===== src/rtl/program_loader.sv =====
// program_loader: host-side stream loader for the accelerator core.
// It decodes 24-bit command headers arriving on a valid/ready stream.
// It writes payload words into the instruction store or the data memory.
// A GO header pulses core_start and holds the host off until the core halts.
module program_loader #(
    parameter int NUM_INSTRUCTIONS = 16,
    parameter int WORDS_IN_MEMORY  = 32,
    parameter int NUM_SIZE         = 16
) (
    input  logic                                clk,
    input  logic                                rst,
    input  logic                                in_valid,
    output logic                                in_ready,
    input  logic [23:0]                         in_data,
    output logic                                imem_we,
    output logic [$clog2(NUM_INSTRUCTIONS)-1:0] imem_addr,
    output logic [23:0]                         imem_wdata,
    output logic                                dmem_we,
    output logic [$clog2(WORDS_IN_MEMORY)-1:0]  dmem_addr,
    output logic [NUM_SIZE-1:0]                 dmem_wdata,
    output logic                                core_start,
    input  logic                                core_halted,
    output logic                                busy,
    output logic                                err
);

    localparam int IAW = $clog2(NUM_INSTRUCTIONS);
    localparam int DAW = $clog2(WORDS_IN_MEMORY);

    localparam logic [3:0] CMD_LOAD_I = 4'd1;
    localparam logic [3:0] CMD_LOAD_D = 4'd2;
    localparam logic [3:0] CMD_GO     = 4'd3;

    typedef enum logic [1:0] {
        S_IDLE,
        S_LOAD_I,
        S_LOAD_D,
        S_RUN
    } state_t;

    state_t      state, state_nxt;
    logic [4:0]  base_q, base_nxt;
    logic [4:0]  cnt_q, cnt_nxt;
    logic [4:0]  idx_q, idx_nxt;
    logic        run_seen_q;
    logic        err_set;
    logic        wr_i, wr_d;
    logic        accept;
    logic [3:0]  hdr_cmd;
    logic [4:0]  hdr_base;
    logic [4:0]  hdr_cnt;
    logic [31:0] hdr_last;
    logic        i_fits, d_fits;
    logic [4:0]  waddr;

    assign accept   = in_valid && in_ready;
    assign hdr_cmd  = in_data[23:20];
    assign hdr_base = in_data[19:15];
    assign hdr_cnt  = in_data[14:10];
    assign hdr_last = 32'(hdr_base) + 32'(hdr_cnt);
    assign i_fits   = hdr_last < 32'(NUM_INSTRUCTIONS);
    assign d_fits   = hdr_last < 32'(WORDS_IN_MEMORY);
    assign waddr    = base_q + idx_q;

    // Handshake and status outputs follow directly from the registered state.
    always_comb begin
        in_ready   = (state != S_RUN);
        busy       = (state != S_IDLE);
        core_start = (state == S_RUN) && !run_seen_q;
    end

    // Next-state decode: header handling in IDLE, payload counting in LOAD, halt wait in RUN.
    always_comb begin
        state_nxt = state;
        base_nxt  = base_q;
        cnt_nxt   = cnt_q;
        idx_nxt   = idx_q;
        err_set   = 1'b0;
        wr_i      = 1'b0;
        wr_d      = 1'b0;
        case (state)
            S_IDLE: begin
                if (accept) begin
                    case (hdr_cmd)
                        CMD_LOAD_I: begin
                            if (i_fits) begin
                                base_nxt  = hdr_base;
                                cnt_nxt   = hdr_cnt;
                                idx_nxt   = '0;
                                state_nxt = S_LOAD_I;
                            end else begin
                                err_set = 1'b1;
                            end
                        end
                        CMD_LOAD_D: begin
                            if (d_fits) begin
                                base_nxt  = hdr_base;
                                cnt_nxt   = hdr_cnt;
                                idx_nxt   = '0;
                                state_nxt = S_LOAD_D;
                            end else begin
                                err_set = 1'b1;
                            end
                        end
                        CMD_GO:  state_nxt = S_RUN;
                        default: err_set = 1'b1;
                    endcase
                end
            end
            S_LOAD_I, S_LOAD_D: begin
                if (accept) begin
                    wr_i = (state == S_LOAD_I);
                    wr_d = (state == S_LOAD_D);
                    if (idx_q == cnt_q) begin
                        idx_nxt   = '0;
                        state_nxt = S_IDLE;
                    end else begin
                        idx_nxt = idx_q + 5'd1;
                    end
                end
            end
            S_RUN: begin
                // The halted level is only trusted from the second RUN cycle on,
                // so a level left over from the previous run cannot end this one.
                if (run_seen_q && core_halted) begin
                    state_nxt = S_IDLE;
                end
            end
            default: state_nxt = S_IDLE;
        endcase
    end

    // State, header fields, sticky error and the registered memory write ports.
    always_ff @(posedge clk or posedge rst) begin
        if (rst) begin
            state      <= S_IDLE;
            base_q     <= '0;
            cnt_q      <= '0;
            idx_q      <= '0;
            run_seen_q <= 1'b0;
            err        <= 1'b0;
            imem_we    <= 1'b0;
            imem_addr  <= '0;
            imem_wdata <= '0;
            dmem_we    <= 1'b0;
            dmem_addr  <= '0;
            dmem_wdata <= '0;
        end else begin
            state      <= state_nxt;
            base_q     <= base_nxt;
            cnt_q      <= cnt_nxt;
            idx_q      <= idx_nxt;
            run_seen_q <= (state == S_RUN);
            if (err_set) begin
                err <= 1'b1;
            end
            imem_we <= wr_i;
            dmem_we <= wr_d;
            if (wr_i) begin
                imem_addr  <= IAW'(waddr);
                imem_wdata <= in_data;
            end
            if (wr_d) begin
                dmem_addr  <= DAW'(waddr);
                dmem_wdata <= in_data[NUM_SIZE-1:0];
            end
        end
    end

endmodule


===== config.mk =====
export PLATFORM = sky130hd
export DESIGN_NAME = program_loader
export DESIGN_NICKNAME = d
export VERILOG_FILES = /design/src/rtl/program_loader.sv
export SDC_FILE = /design/constraint.sdc
export NUM_CORES = 1
export LEC_CHECK = 0
export ABC_AREA = 1
export BUFFER_PORTS_ARGS = -buffer_cell sky130_fd_sc_hd__buf_4
export CAP_MARGIN = 40
export CORE_MARGIN = 8
export CORE_UTILIZATION = 55
export DETAILED_ROUTE_END_ITERATION = 6
export PLACE_DENSITY = 0.83
export SKIP_LAST_GASP = 1
export SYNTH_ARGS = -nofsm -noshare
export SYNTH_HDL_FRONTEND = slang
export SYNTH_SLANG_ARGS = --single-unit

===== constraint.sdc =====
create_clock -name clk -period 6.1 [get_ports clk]
set_input_delay 0.915 -clock clk [delete_from_list [all_inputs] [get_ports clk]]
set_output_delay 0.915 -clock clk [all_outputs]
set_load 0.01 [all_outputs]

== Word-level counts from Yosys, hierarchy flattened ==
Index checks and enable logic that the tools add are counted.
Cells by class
  reduce and logical (&&, ||, !) cells: 12
  eq/ne operators: 18
  $add $sub $neg: 3
  mux-type cells: 30
  order comparisons: 2
Operator list (count)
  $mux W5: 9
  $pmux W5 S2: 4
  $ne A2 B2 Y1 const B: 7
  $mux W2: 6
  $pmux W2 S3: 2
  $eq A4 B2 Y1 const B: 2
  $mux W1: 8
  $reduce_and A7 Y1: 1
  $add A5 B5 Y6: 1
  $lt A6 B5 Y1 const B: 1
  $lt A6 B6 Y1 const B: 1
  $ne A3 B3 Y1 const B: 2
  $reduce_and A6 Y1: 1
  $reduce_bool A2 Y1: 3
  $add A5 B1 Y5 const B: 1
  $add A5 B5 Y5: 1
  $eq A5 B5 Y1: 1
  $reduce_and A5 Y1: 1
  $eq A2 B2 Y1 const B: 2
  $eq A4 B1 Y1 const B: 1
  $ne A4 B1 Y1 const B: 1
  $logic_and A1 B1 Y1: 3
  $ne A3 B1 Y1 const B: 1
  $pmux W1 S3: 1
  other kinds (4): 4
Word-level totals
  logic and storage cells: 77
  output and inout port bits: 55
  flip-flop bits (word level): 70
  input port bits: 28

== Longest topological paths before layout ==
  depth in word-level cells: 6
  depth in mapped cells: 10
  depth with buffers taken out: 9

== Least setup slack after synthesis ==
OpenSTA, ideal clock, no wires.
  path kind: input port to flip-flop
  start point: in in_data[14]
  end point: reg cnt_q[1]
  arrival time: 1.918 ns
  required time: 5.982 ns
  setup time: 0.118 ns
  path buffers: 1
  slack: 4.064 ns
  stages: 10
  cells stage by stage: ha_1 inv_1 nand2_1 nor2_1 nand2_1 nand2_1 nand3_2 buf_6 nand2_2 o21ai_2
On the way
  longest elaborated chain between the ends: 4
  elaborated cells on any way between the ends: 6
  classes of those cells: add/sub: 1; order compare: 2; eq/ne: 2; reduce/logical: 1
Ends and longest elaborated chain
  start, declared: RTL line 14  | input logic [23:0] in_data,
  $add A5 B5 Y6 (*): RTL line 60  | assign hdr_last = 32'(hdr_base) + 32'(hdr_cnt);
  $lt A6 B6 Y1 or $lt A6 B5 Y1 (tied branches): RTL line 62, 61
  $ne A2 B2 Y1 (no line)
  $reduce_and A5 Y1 (no line) (*)
  end signal, assigned: RTL line 151  | cnt_q <= cnt_nxt;
  end, declared: RTL line 43  | logic [4:0] cnt_q, cnt_nxt;
Mark *: on every way between the ends. The rest lies on a longest branch, timed or not.
A chain may end at the register's enable or synchronous reset.

== Worst setup path after layout ==
  start point: reg state[1]
  end point: out busy
On the way
  longest elaborated chain between the ends: 1
Ends and longest elaborated chain
  start, declared: RTL line 41  | state_t state, state_nxt;
  start signal, assigned: RTL line 149  | state <= state_nxt;
  $reduce_bool A2 Y1: RTL line 68  | busy = (state != S_IDLE);
  end, declared: RTL line 23  | output logic busy,
No other way between the ends.

==> summary.md <==
| Metric | Value |
|---|---|
| CTS sink cnt | 70 |
| Share of cells above drive strength 1 | 30.7% |
| Die height | between 90 and 100 um |
| Seq cells post-synth | 70 |
| Most numerous cell in the Yosys netlist | nand2_1 |
| Post-synth top flop | dfrtp_1 |
| Max-Cap Viols | 0 |
| DIE AREA | 8840 um^2 |
| Setup slack after layout | approximately 3.7 ns |
| Crit path kind | register to output port |
| PwrDens | ~500 nW/um^2 |
| Placeable Area | between 5000 and 6000 um^2 |
| CTS tree | yes |
| Clk network pwr share | between 20 and 25% |
| Setup_tns | 0 ns |
| DP HPWL | between 5 and 6 mm |
| # fillers | 430 |
| Reg2Reg Depth | 4 |
| Layout area overhead | 27.7% |
| Comb pwr share | between 40% and 50% |
| Pint | 1.33 mW |
| Root cell of the clock tree | clkbuf_8 |
| Worst Path Arrival | 1.46 ns |
| Leakage power | approximately 2.3 nW |
| CP Launch Type | register |
| Switching Share | a little over a third |
| Slew Viols, Final | 0 |
| CTS buffer count | 9 |
| Crit end category | output port |
| Synth unique cells | 30 |
| Syn Nets | between 400 and 500 |
| Via count | 2706 |
| Post-DP Area | slightly above 4000 um^2 |
| Setup bufs post-CTS | 0 |
| Final WL | 7.68 mm |
| Worst-skew pair later-pin latency | 0.34 ns |
| Drt first-iter violations | 113 |
| FFs w/ async S/R, synth | 100% |
| Grt ovf | 0 |
| Total power | around 2.1 mW |
| Switching power total | roughly 750 uW |
| Worst slew pin tran | roughly 0.77 ns |
| Seq/Total Area, Yosys | approximately 52% |
| Reg power frac | 37.4% |
| First-pass GRT wire length | ~13 mm |
| Ports | 83 |
| Share of the synthesized area in the top cell type | a little over half |
| Initial Utilization | between 50% and 60% |
| Vias in the first global route | 2701 |
| Syn. warnings | 0 |
| DRT Pass-1 Iters | 4 |
| Run status | complete, no violations |
| Design area | 4270 um^2 |
| Yosys top cell by area | dfrtp_1 |
| Htree depth | 3 |
| Critical path data required time | 5.18 ns |
| Final worst path period share | slightly below 40% |
| Drt wl/cell | 14.3 um |
| Tmin final | between 2 and 2.5 ns |
| Pre-CTS setup slack | roughly 3.5 ns |
| Achievable Freq | around 420 MHz |
| Class of the worst hold path | register to register |
| Layout Skew | 0.0103 ns |
| Pin count of the biggest net entering global routing | 43 |
| PortBufs | between 80 and 90 |
| Hold path depth | 1 |
| Synth Cell Area | 3350 um^2 |
| Total Routing Usage GR | between 10% and 20% |
| Post-route ant nets | 0 |
| Gpl congestion | 0.778 |
| RSZ-0062 raised after global routing | false |
| Antenna diodes | 0 |
| Cts repair resizes | 0 |
| Relative slew slack | a little under 50% |
| DRC | 0 |
| Worst-path fanout max | 7 |
| Initial antenna violation count | 0 |
| Cell Rows | 28 |
| Hold Buf Count CTS | 0 |
| Cells after synthesis | between 300 and 400 |
| Area contributors post-synth | dfrtp_1 52%, nand2_1 11%, ha_1 5.2% |
| Clk buf depth | 2 |
| Die width | between 90 and 100 um |
| Synth cell count leaders | 101 x nand2_1, 70 x dfrtp_1, 45 x inv_1 |
| EDFF count, synth | 0 |
| Net count, final | 500 |
| Final Hold Viols | 0 |
| Vias/cell | 5.04 |
| Finished Core Util | between 70% and 80% |
| Setup Viol. Count Final | 0 |
| Worst-path clk slew | ~0.070 ns |
| Mapped Avg Cell Area | 8.97 um^2 |
| VDD IR max | between 0.0002 and 0.0003 V |
registers in the layout, indices dropped and copies added (netlist names):
name        count
run_seen_q      1
dmem_we         1
imem_wdata     24
imem_addr       4
imem_we         1
cnt_q           5
state           2
dmem_wdata     16
idx_q           5
dmem_addr       5
base_q          5
err             1
cell usage in the layout, fill, tap and decap left out, types with 3 or more instances in the layout:
cell type / netlist / routed
o21ai_1: 19 / 19
bufinv_16: 0 / 3
inv_1: 45 / 44
o21ai_0: 34 / 34
nand4_1: 3 / 3
nand3_1: 7 / 7
ha_1: 14 / 14
o21ai_2: 10 / 10
xnor2_1: 5 / 5
nand3_2: 8 / 8
nor2_1: 11 / 11
buf_4: 0 / 83
clkbuf_8: 0 / 11
nand2_2: 13 / 13
inv_2: 7 / 8
a21oi_1: 3 / 3
nand2_1: 101 / 101
dfrtp_1: 70 / 70
stage by stage:
step	hold WS, ns	std cells
final	0.481	537
after global routing	0.510	537
after CTS	0.484	537
after detailed placement	0.467	521
after global placement	0.466	520
after floorplan	0.467	373
kinds of logic (layout without fill, tap and decap cells):
| logic type | after synthesis | after routing | share of synthesized area [%] |
|---|---|---|---|
| AND/OR/NAND/NOR | 149 | 149 | 20.6 |
| buffers and inverters | 64 | 153 | 7.93 |
| flip-flops | 70 | 70 | 52.4 |
| XOR/XNOR | 6 | 6 | 1.57 |
| AO/OA/AOI/OAI | 69 | 69 | 11.7 |
| adder cells (fa/ha/maj) | 15 | 15 | 5.83 |
critical path, cell delays in order, from the launching register on:
cell and delay [ns]:
dfrtp_1 0.44, inv_1 0.13, ha_1 0.34, inv_1 0.07, buf_4 0.15
power by group through the flow:
stage / Clock (mW) / Sequential [mW] / Combinational, mW
after floorplan: 0 / 0.825 / 0.435
after detailed placement: 0 / 0.780 / 0.855
final: 0.459 / 0.777 / 0.845
after global placement: 0 / 0.775 / 0.807
after CTS: 0.462 / 0.778 / 0.861
after global routing: 0.480 / 0.800 / 0.948
final timing paths:
check | from | endpoint | slack (ns)
worst max register to register | state[1] | dmem_wdata[15] | 3.94
worst max-delay path | state[1] | busy | 3.72
min in group asynchronous | rst | dmem_wdata[3] | 0.68
max in group asynchronous | rst | cnt_q[3] | 4.50
worst min register to register | err | err | 0.48
worst min-delay path | err | err | 0.48
layer usage:
| layer | vias to the layer above | routed length, um | GRT usage, % |
|---|---|---|---|
| li1 | 1351 | - | - |
| met1 | 1269 | 3280 | 20.8 |
| met2 | 68 | 3850 | 30.9 |
| met3 | 18 | 376 | 3.84 |
| met4 | 0 | 173 | 9.51 |
| met5 | - | 0 | 0 |
layout make-up:
| class | instances | area (um^2) | share of cell area, % |
|---|---|---|---|
| clock buffer | 13 | 159 | 3.72 |
| clock inverter | 3 | 90.1 | 2.11 |
| inverter | 53 | 199 | 4.66 |
| multi-input combinational | 239 | 1330 | 31.1 |
| sequential | 70 | 1750 | 41.0 |
| tap | 75 | 93.8 | 2.20 |
| timing repair buffer | 84 | 651 | 15.2 |
Power figures use the tool's default switching activity.
